[src/rtl/arm_ctrl_pkg.sv]
`default_nettype none
// +----------------------------------------------------------------------+
// | arm_ctrl_pkg : shared types/encodings for the multicycle ARM control |
// | Rev 1.0                                                              |
// +----------------------------------------------------------------------+
package arm_ctrl_pkg;

    typedef enum logic [3:0] {
        FETCH    = 4'd0,
        DECODE   = 4'd1,
        MEMADR   = 4'd2,
        MEMRD    = 4'd3,
        MEMWB    = 4'd4,
        MEMWR    = 4'd5,
        EXECUTER = 4'd6,
        EXECUTEI = 4'd7,
        ALUWB    = 4'd8,
        BRANCH   = 4'd9,
        UNKNOWN  = 4'd10
    } statetype;

    localparam logic [3:0] COND_EQ = 4'b0000;
    localparam logic [3:0] COND_NE = 4'b0001;
    localparam logic [3:0] COND_CS = 4'b0010;
    localparam logic [3:0] COND_CC = 4'b0011;
    localparam logic [3:0] COND_MI = 4'b0100;
    localparam logic [3:0] COND_PL = 4'b0101;
    localparam logic [3:0] COND_VS = 4'b0110;
    localparam logic [3:0] COND_VC = 4'b0111;
    localparam logic [3:0] COND_HI = 4'b1000;
    localparam logic [3:0] COND_LS = 4'b1001;
    localparam logic [3:0] COND_GE = 4'b1010;
    localparam logic [3:0] COND_LT = 4'b1011;
    localparam logic [3:0] COND_GT = 4'b1100;
    localparam logic [3:0] COND_LE = 4'b1101;
    localparam logic [3:0] COND_AL = 4'b1110;

    localparam logic [1:0] ALU_ADD = 2'b00;
    localparam logic [1:0] ALU_SUB = 2'b01;
    localparam logic [1:0] ALU_AND = 2'b10;
    localparam logic [1:0] ALU_ORR = 2'b11;

    localparam logic [1:0] RES_ALUOUT    = 2'b00;
    localparam logic [1:0] RES_DATA      = 2'b01;
    localparam logic [1:0] RES_ALURESULT = 2'b10;

    localparam logic [1:0] SRCB_REG  = 2'b00;
    localparam logic [1:0] SRCB_IMM  = 2'b01;
    localparam logic [1:0] SRCB_FOUR = 2'b10;

    // flags are packed {N, Z, C, V}; the reserved code 1111 never executes
    function automatic logic cond_ex(input logic [3:0] cond, input logic [3:0] flags);
        logic n, z, c, v;
        {n, z, c, v} = flags;
        case (cond)
            COND_EQ: cond_ex = z;
            COND_NE: cond_ex = ~z;
            COND_CS: cond_ex = c;
            COND_CC: cond_ex = ~c;
            COND_MI: cond_ex = n;
            COND_PL: cond_ex = ~n;
            COND_VS: cond_ex = v;
            COND_VC: cond_ex = ~v;
            COND_HI: cond_ex = c & ~z;
            COND_LS: cond_ex = ~c | z;
            COND_GE: cond_ex = (n == v);
            COND_LT: cond_ex = (n != v);
            COND_GT: cond_ex = ~z & (n == v);
            COND_LE: cond_ex = z | (n != v);
            COND_AL: cond_ex = 1'b1;
            default: cond_ex = 1'b0;
        endcase
    endfunction

endpackage
`default_nettype wire

[src/rtl/cond_unit.sv]
`default_nettype none
// +----------------------------------------------------------------------+
// | cond_unit : NZCV register, condition evaluation and write gating     |
// | Rev 1.0                                                              |
// +----------------------------------------------------------------------+
module cond_unit
    import arm_ctrl_pkg::*;
#(
    parameter logic [3:0] RESET_FLAGS = 4'b0000
) (
    input  logic       clk,
    input  logic       reset_n,
    input  logic [3:0] Cond,
    input  logic [3:0] ALUFlags,
    input  logic [1:0] FlagW,
    input  logic       latch_cond,
    input  logic       flag_en,
    input  logic       PCS,
    input  logic       NextPC,
    input  logic       RegW,
    input  logic       MemW,
    input  logic       NoWrite,
    output logic       PCWrite,
    output logic       RegWrite,
    output logic       MemWrite,
    output logic [3:0] flags
);

    logic cond_ex_r;

    // condition is sampled once in DECODE so later flag writes cannot affect it
    always_ff @(posedge clk or negedge reset_n) begin
        if (!reset_n) begin
            flags     <= RESET_FLAGS;
            cond_ex_r <= 1'b0;
        end else begin
            if (latch_cond)
                cond_ex_r <= cond_ex(Cond, flags);
            if (flag_en && cond_ex_r) begin
                if (FlagW[1])
                    flags[3:2] <= ALUFlags[3:2];
                if (FlagW[0])
                    flags[1:0] <= ALUFlags[1:0];
            end
        end
    end

    assign PCWrite  = reset_n & (NextPC | (PCS & cond_ex_r));
    assign RegWrite = reset_n & RegW & cond_ex_r & ~NoWrite;
    assign MemWrite = reset_n & MemW & cond_ex_r;

endmodule
`default_nettype wire

[src/rtl/arm_multicycle_ctrl.sv]
`default_nettype none
// +----------------------------------------------------------------------+
// | arm_multicycle_ctrl : main FSM and ALU decode for multicycle ARM     |
// | Rev 1.0                                                              |
// +----------------------------------------------------------------------+
module arm_multicycle_ctrl
    import arm_ctrl_pkg::*;
#(
    parameter logic [3:0] RESET_FLAGS = 4'b0000
) (
    input  logic       clk,
    input  logic       reset_n,
    input  logic [3:0] Cond,
    input  logic [1:0] Op,
    input  logic [5:0] Funct,
    input  logic [3:0] Rd,
    input  logic [3:0] ALUFlags,
    output logic       IRWrite,
    output logic       AdrSrc,
    output logic       ALUSrcA,
    output logic [1:0] ALUSrcB,
    output logic [1:0] ResultSrc,
    output logic [1:0] ImmSrc,
    output logic [1:0] RegSrc,
    output logic [1:0] ALUControl,
    output logic       PCWrite,
    output logic       RegWrite,
    output logic       MemWrite,
    output logic       Illegal
);

    statetype state, state_n;
    logic ir_write, next_pc, branch, reg_w, mem_w, alu_op;
    logic is_add, is_sub, is_cmp, is_tst, dp_bad;
    logic [1:0] dp_ctrl;
    logic [1:0] flag_w;
    logic no_write, pcs;

    always_ff @(posedge clk or negedge reset_n) begin
        if (!reset_n)
            state <= FETCH;
        else
            state <= state_n;
    end

    always_comb begin
        state_n   = state;
        ir_write  = 1'b0;
        next_pc   = 1'b0;
        branch    = 1'b0;
        reg_w     = 1'b0;
        mem_w     = 1'b0;
        alu_op    = 1'b0;
        AdrSrc    = 1'b0;
        ALUSrcA   = 1'b0;
        ALUSrcB   = SRCB_REG;
        ResultSrc = RES_ALUOUT;
        case (state)
            FETCH: begin
                ALUSrcA   = 1'b1;
                ALUSrcB   = SRCB_FOUR;
                ResultSrc = RES_ALURESULT;
                ir_write  = 1'b1;
                next_pc   = 1'b1;
                state_n   = DECODE;
            end
            DECODE: begin
                ALUSrcA   = 1'b1;
                ALUSrcB   = SRCB_FOUR;
                ResultSrc = RES_ALURESULT;
                case (Op)
                    2'b00:   state_n = Funct[5] ? EXECUTEI : EXECUTER;
                    2'b01:   state_n = MEMADR;
                    2'b10:   state_n = BRANCH;
                    default: state_n = UNKNOWN;
                endcase
            end
            MEMADR: begin
                ALUSrcB = SRCB_IMM;
                state_n = Funct[0] ? MEMRD : MEMWR;
            end
            MEMRD: begin
                AdrSrc  = 1'b1;
                state_n = MEMWB;
            end
            MEMWB: begin
                ResultSrc = RES_DATA;
                reg_w     = 1'b1;
                state_n   = FETCH;
            end
            MEMWR: begin
                AdrSrc  = 1'b1;
                mem_w   = 1'b1;
                state_n = FETCH;
            end
            EXECUTER: begin
                ALUSrcB = SRCB_REG;
                alu_op  = 1'b1;
                state_n = ALUWB;
            end
            EXECUTEI: begin
                ALUSrcB = SRCB_IMM;
                alu_op  = 1'b1;
                state_n = ALUWB;
            end
            ALUWB: begin
                ResultSrc = RES_ALUOUT;
                reg_w     = 1'b1;
                state_n   = FETCH;
            end
            BRANCH: begin
                ALUSrcB   = SRCB_IMM;
                ResultSrc = RES_ALURESULT;
                branch    = 1'b1;
                state_n   = FETCH;
            end
            default: state_n = UNKNOWN;
        endcase
    end

    // classification is per instruction so ALUWB can still suppress CMP/TST
    always_comb begin
        is_add  = 1'b0;
        is_sub  = 1'b0;
        is_cmp  = 1'b0;
        is_tst  = 1'b0;
        dp_bad  = 1'b0;
        dp_ctrl = ALU_ADD;
        case (Funct[4:1])
            4'b0100: begin dp_ctrl = ALU_ADD; is_add = 1'b1; end
            4'b0010: begin dp_ctrl = ALU_SUB; is_sub = 1'b1; end
            4'b0000: dp_ctrl = ALU_AND;
            4'b1100: dp_ctrl = ALU_ORR;
            4'b1010: begin dp_ctrl = ALU_SUB; is_cmp = 1'b1; end
            4'b1000: begin dp_ctrl = ALU_AND; is_tst = 1'b1; end
            default: dp_bad = 1'b1;
        endcase
    end

    assign ALUControl = alu_op ? dp_ctrl : ALU_ADD;
    assign flag_w[1]  = Funct[0] & alu_op;
    assign flag_w[0]  = flag_w[1] & (is_add | is_sub | is_cmp);
    assign no_write   = (Op == 2'b00) & (is_cmp | is_tst | dp_bad);
    assign pcs        = ((Rd == 4'd15) & reg_w) | branch;

    assign IRWrite = ir_write & reset_n;
    assign ImmSrc  = Op;
    assign RegSrc  = {Op == 2'b10, Op == 2'b01};
    assign Illegal = (state == UNKNOWN);

    cond_unit #(
        .RESET_FLAGS (RESET_FLAGS)
    ) u_cond (
        .clk        (clk),
        .reset_n    (reset_n),
        .Cond       (Cond),
        .ALUFlags   (ALUFlags),
        .FlagW      (flag_w),
        .latch_cond (state == DECODE),
        .flag_en    (alu_op),
        .PCS        (pcs),
        .NextPC     (next_pc),
        .RegW       (reg_w),
        .MemW       (mem_w),
        .NoWrite    (no_write),
        .PCWrite    (PCWrite),
        .RegWrite   (RegWrite),
        .MemWrite   (MemWrite),
        .flags      ()
    );

endmodule
`default_nettype wire

[config.mk]
export PLATFORM = sky130hd
export DESIGN_NAME = arm_multicycle_ctrl
export DESIGN_NICKNAME = d
export VERILOG_FILES = /design/src/rtl/arm_ctrl_pkg.sv /design/src/rtl/cond_unit.sv /design/src/rtl/arm_multicycle_ctrl.sv
export SDC_FILE = /design/constraint.sdc
export NUM_CORES = 1
export LEC_CHECK = 0
export ABC_AREA = 1
export CORE_AREA = 10 10 55 57
export CTS_BUF_LIST = sky130_fd_sc_hd__clkbuf_8
export CTS_CLUSTER_DIAMETER = 40
export DETAILED_ROUTE_END_ITERATION = 8
export DIE_AREA = 0 0 65 67
export PLACE_DENSITY = 0.86
export SKIP_CTS_REPAIR_TIMING = 1
export SYNTH_ARGS = -nofsm -noshare
export SYNTH_HDL_FRONTEND = slang
export SYNTH_SLANG_ARGS = --single-unit
[constraint.sdc]
create_clock -name clk -period 2.9 [get_ports clk]
set_input_delay 0.435 -clock clk [delete_from_list [all_inputs] [get_ports clk]]
set_output_delay 0.435 -clock clk [all_outputs]
set_load 0.01 [all_outputs]
=== Word level (Yosys, flattened, before mapping) ===
Cells that the tools add are included.

* Equality and inequality tests: 34
* Muxes and demuxes: 21
* Bitwise operators: 27
* Reductions and logical operators: 17

{| class="wikitable"
|+ Operator list
! kind !! number
|-
| == test 4 bit (second input constant) || 14
|-
| == test 4 x 3 -> 1 bit (second input constant) || 9
|-
| one-hot mux 4 bit (6 select lines) || 1
|-
| == test 4 x 2 -> 1 bit (second input constant) || 5
|-
| one-hot mux 1 bit (15 select lines) || 1
|-
| bitwise AND 1 bit || 14
|-
| two-way mux 1 bit || 13
|-
| zero test 4 bit || 3
|-
| one-hot mux 4 bit (3 select lines) || 1
|-
| OR reduction 2 bit || 6
|-
| == test 4 x 1 -> 1 bit (second input constant) || 2
|-
| OR 1 bit || 8
|-
| one-hot mux 2 bit (2 select lines) || 2
|-
| one-hot mux 2 bit (3 select lines) || 1
|-
| OR reduction 3 bit || 2
|-
| OR reduction 6 bit || 1
|-
| NOT 1 bit || 5
|-
| AND reduction 2 bit || 2
|-
| OR reduction 4 bit || 1
|-
| two-way mux 3 bit || 1
|-
| == test 2 x 1 -> 1 bit (second input constant) || 1
|-
| == test 2 bit (second input constant) || 1
|-
| zero test 2 bit || 1
|-
| two-way mux 2 bit || 1
|-
| other kinds (3) || 3
|}

* Bits in registers: 9
* Input bits: 22

=== Logic depth before layout (Yosys ltp) ===
* Depth in word-level cells: 8
* Gate-level depth with buffers: 11

=== Cells and area by module ===
A second synthesis with hierarchy kept.

* Cell total of the unflattened synthesis: 167
* Area, all modules: 937.1 µm²

{| class="wikitable"
|+ Modules (own cells, without submodules)
! module !! instances !! cells an instance !! area each (µm²) !! seq. area each (µm²)
|-
| arm_multicycle_ctrl || 1 || 87 || 491.7 || 100.1
|-
| cond_unit || 1 || 80 || 445.4 || 125.1
|}

=== Least setup slack after synthesis ===
No wires, ideal clock.

* Kind: reg2out
* Start point: register state[3]
* End point: output ResultSrc[1]
* Data arrival time: 1.062 ns
* Required time: 2.465 ns
* Setup slack: 1.403 ns
* Cell stages (with the launch flop): 6
* Path buffers: 0
* Cells stage by stage: dfrtp_1 > nor2_2 > inv_2 > nor2_1 > inv_2 > nand2_1

* Word-level cells in the longest chain between the ends: 3
* Elaborated cells between the ends (all ways): 6

{| class="wikitable"
|+ RTL lines
! what !! line !! RTL
|-
| from (decl) || arm_multicycle_ctrl.sv:32 || <nowiki>statetype state, state_n;</nowiki>
|-
| from (signal assigned) || arm_multicycle_ctrl.sv:43 || <nowiki>state <= state_n;</nowiki>
|-
| == test 4 bit (tied with other cells) || arm_multicycle_ctrl.sv:58 || <nowiki>case (state)</nowiki>
|-
| OR reduction 3 bit (no source line) || -- ||
|-
| one-hot mux 2 bit (2 select lines) (*) || arm_multicycle_ctrl.sv:58 ||
|-
| to (decl) || arm_multicycle_ctrl.sv:22 || <nowiki>output logic [1:0] ResultSrc,</nowiki>
|}

Mark *: on every way between the ends. The rest lies on a longest branch, timed or not.

=== Worst setup path in the final report ===
* Start point: register state[3]
* End point: output PCWrite

* Word-level cells in the longest chain between the ends: 8
* Elaborated cells between the ends (all ways): 13

{| class="wikitable"
|+ RTL lines
! what !! line !! RTL
|-
| == test 4 bit or == test 4 x 3 -> 1 bit (tied branches) || arm_multicycle_ctrl.sv:58 ||
|-
| OR reduction 2 bit (no source line) || -- ||
|-
| two-way mux 1 bit || arm_multicycle_ctrl.sv:58 ||
|-
| bitwise AND 1 bit || arm_multicycle_ctrl.sv:144 || <nowiki>assign pcs = ((Rd == 4'd15) & reg_w) | branch;</nowiki>
|-
| OR 1 bit || arm_multicycle_ctrl.sv:144 ||
|-
| bitwise AND 1 bit || cond_unit.sv:48 || <nowiki>assign PCWrite = reset_n & (NextPC | (PCS & cond_ex_r));</nowiki>
|-
| OR 1 bit (*) || cond_unit.sv:48 ||
|-
| bitwise AND 1 bit (*) || cond_unit.sv:48 ||
|-
| to (decl) || arm_multicycle_ctrl.sv:26 || <nowiki>output logic PCWrite,</nowiki>
|}

Marked as above.

==> flow_metrics.env <==
export IMPL_run_status="complete, no violations"
export IMPL_die_height_um=67
export IMPL_timing_final_crit_share=0.8130
export IMPL_design_area_sq_um=1284
export IMPL_critical_path_reg2reg_endpoint="state[2]$_DFF_PN0_"
export IMPL_holdPathStages=2
export IMPL_ioPinCount=39
export IMPL_synth_seq_area_share=0.2691
export IMPL_startpoint_of_the_worst_setup_timing_path="state[3]$_DFF_PN0_"
export IMPL_power_share_switching=0.2333
export IMPL_final_hold_worst_slack_ns=0.5556
export IMPL_hold_viol_final=0
export IMPL_relSlewSlack=0.7632
export IMPL_period_minus_slack_ns=2.358
export IMPL_routabilityCongestion=0.8545
export IMPL_n_antenna_cell=0
export IMPL_via_count=1028
export IMPL_initial_core_utilization=0.4311
export IMPL_placed_cells_incl_taps=203
export IMPL_grt_overflow=0
export IMPL_core_area_sq_um=1942
export IMPL_worstSetupPathType="reg2out"
export IMPL_detail_route_iter0_violations=39
export IMPL_antenna_found_initial=0
export IMPL_grt_setup_unrepaired="no"
export IMPL_syn_to_final_growth_pct=53.36
export IMPL_final_wirelength_mm=2.595
export IMPL_critPathArrivalTime_ns=1.92
export IMPL_power_density_nw_per_um2=260.7
export IMPL_cts_root_to_sink_buffers=2
export IMPL_hold_path_end="u_cond.flags[1]$_DFFE_PN0P_"
export IMPL_worstRegToRegCells=5
export IMPL_irDropWorstVdd_mv=0.1800
export IMPL_pwr_share_seq=0.377
export IMPL_worst_skew_pair_late_latency_ns=0.23
export IMPL_worst_r2r_startpoint="state[3]$_DFF_PN0_"
export IMPL_mappedNetlistArea_sq_um=837.1
export IMPL_yosys_top_cells_area="sky130_fd_sc_hd__dfrtp_1, sky130_fd_sc_hd__nand2_1, sky130_fd_sc_hd__nor2_1, sky130_fd_sc_hd__inv_1, sky130_fd_sc_hd__nand3_1"
export IMPL_netlist_top_cell_by_area="sky130_fd_sc_hd__dfrtp_1"
export IMPL_yosysWarningCount=0
export IMPL_grt_first_pass_wirelength_mm=4.533
export IMPL_die_w_um=65
export IMPL_max_cap_violations=0
export IMPL_final_common_cell="sky130_fd_sc_hd__nand2_1"
export IMPL_fmaxAchievable_mhz=424.1
export IMPL_yosys_register_bits=9
export IMPL_p_int_mw=0.2566
export IMPL_htree_num_levels=1
export IMPL_dpl_worst_slack_ns=0.5313
export IMPL_largest_net_degree_at_the_start_of_global_routing=10
export IMPL_synth_top_area_share=0.2691
export IMPL_place_hpwl_mm=2.270
export IMPL_viasPerCell=4.966
export IMPL_power_leakage_nw=0.6056
export IMPL_crit_fanout=5
export IMPL_final_cell_mix="sky130_fd_sc_hd__nand2_1, sky130_fd_sc_hd__clkdlybuf4s50_1, sky130_fd_sc_hd__nor2_1"
export IMPL_antenna_left=0
export IMPL_placement_cell_area_sq_um=1239
export IMPL_netlist_cell_type_count=25
export IMPL_setup_violation_total_in_the_final_timing_report=0
export IMPL_syn_mean_instance_area_sq_um=5.979
export IMPL_crit_required_ns=2.47
export IMPL_fillerInstances=174
export IMPL_timing_hold_worst_class="reg2reg"
export IMPL_clkPwrFrac=0.412
export IMPL_fp_row_count=16
export IMPL_route_detailed_wl_per_inst_um=12.54
export IMPL_final_slew_viol_count=0
export IMPL_globalRouteTotalUtil=0.1266
export IMPL_die_area_sq_um=4355
export IMPL_synth_cells=140
export IMPL_fin_tns_setup_ns=0
export IMPL_final_critical_path_setup_slack_ns=0.5423
export IMPL_post_layout_total_power_mw=0.3347
export IMPL_post_route_cells_drive_above_1_share=0.1111
export IMPL_clkSlewWorstSetupHoldPaths_ns=0.04
export IMPL_netSwitchingPower_mw=0.07810
export IMPL_finalClockSkew_ns=0.0002333
export IMPL_cts_inserted_buffers=3
export IMPL_cts_tree="yes"
export IMPL_crit_path_end_kind="primary output"
export IMPL_worst_setup_path_start_kind="register"
export IMPL_post_layout_nonfiller_instances=207
export IMPL_cts_num_sinks=9
export IMPL_finalCoreUtilization=0.6611
export IMPL_net_count_synth=162
export IMPL_tightest_slew_ns=0.3552
export IMPL_buffer_ports_inserted=38
export IMPL_final_net_count=203
export IMPL_route_detailed_drc=0
export IMPL_share_comb_of_total_power=0.211
export IMPL_grt_pass1_vias=1053
export IMPL_hp_start="u_cond.flags[1]$_DFFE_PN0P_"
export IMPL_clk_root_buffer_cell="sky130_fd_sc_hd__clkbuf_8"
export IMPL_dr_pass1_iters=4
export IMPL_worst_r2r_setup_slack_ns=1.63
## worst max-delay path by stage
stage,to,cells after the start
global placement,RegWrite,6
floorplan,ResultSrc[1],5
global route,PCWrite,7
CTS,PCWrite,7
finish,PCWrite,7
detailed placement,RegWrite,6
## power groups by stage
stage / combinational (mW) / clock [mW] / sequential (mW)
global placement: 0.0686 / 0 / 0.128
finish: 0.0707 / 0.138 / 0.126
detailed placement: 0.0707 / 0 / 0.128
floorplan: 0.0248 / 0 / 0.128
CTS: 0.0710 / 0.143 / 0.126
global route: 0.0780 / 0.154 / 0.126
## flip-flops by register name (all words and copies together), names as in the netlist
signal	cells
state	4
u_cond.cond_ex_r	1
u_cond.flags	4
## synthesized netlist by cell type, drive strengths merged
| master | count |
|---|---|
| nand2 | 45 |
| buf | 3 |
| inv | 22 |
| nor3 | 3 |
| nor4 | 3 |
| a21oi | 9 |
| dfrtp | 9 |
| o211ai | 2 |
| o221ai | 1 |
| nor2 | 24 |
| o22ai | 1 |
| nand3b | 1 |
| nand4 | 1 |
| nand3 | 9 |
| o21ai | 7 |
## worst max-delay path, cell delays in order, from the launching register on
cell and delay [ns]:
sky130_fd_sc_hd__dfrtp_1 0.48, sky130_fd_sc_hd__inv_2 0.06, sky130_fd_sc_hd__nor2_1 0.17, sky130_fd_sc_hd__o21ai_1 0.11
sky130_fd_sc_hd__o21ai_1 0.13, sky130_fd_sc_hd__nand2_1 0.07, sky130_fd_sc_hd__a21oi_2 0.12, sky130_fd_sc_hd__clkdlybuf4s50_1 0.55
## metal layers
layer	track usage	wire, um	up-vias	share of wire
li1	-	-	531	-
met1	0.1154	903	445	0.35
met2	0.2438	1363	50	0.53
met3	0.06187	324	2	0.12
met4	0.03476	5	0	0.0019
met5	0	0	-	0
## cell families (layout without fill, tap and decap cells)
family | Yosys count | in the layout | synth area share
and+or+nand+nor | 86 | 86 | 0.4723
buffers and inverters | 25 | 65 | 0.1226
AOI/OAI and AO/OA | 20 | 20 | 0.1360
DFF | 9 | 9 | 0.2691
## final cells by class
class / count / area, sq um / area share
clock buffers: 3 / 41.29 / 0.03216
inverters: 22 / 82.58 / 0.06433
multi-input cells: 106 / 509.2 / 0.3967
well taps: 27 / 33.78 / 0.02632
flip-flops and latches: 9 / 225.2 / 0.1754
repair buffers: 39 / 387.9 / 0.3021
clock inverters: 1 / 3.754 / 0.002924
(Power assumes the default switching activity.)
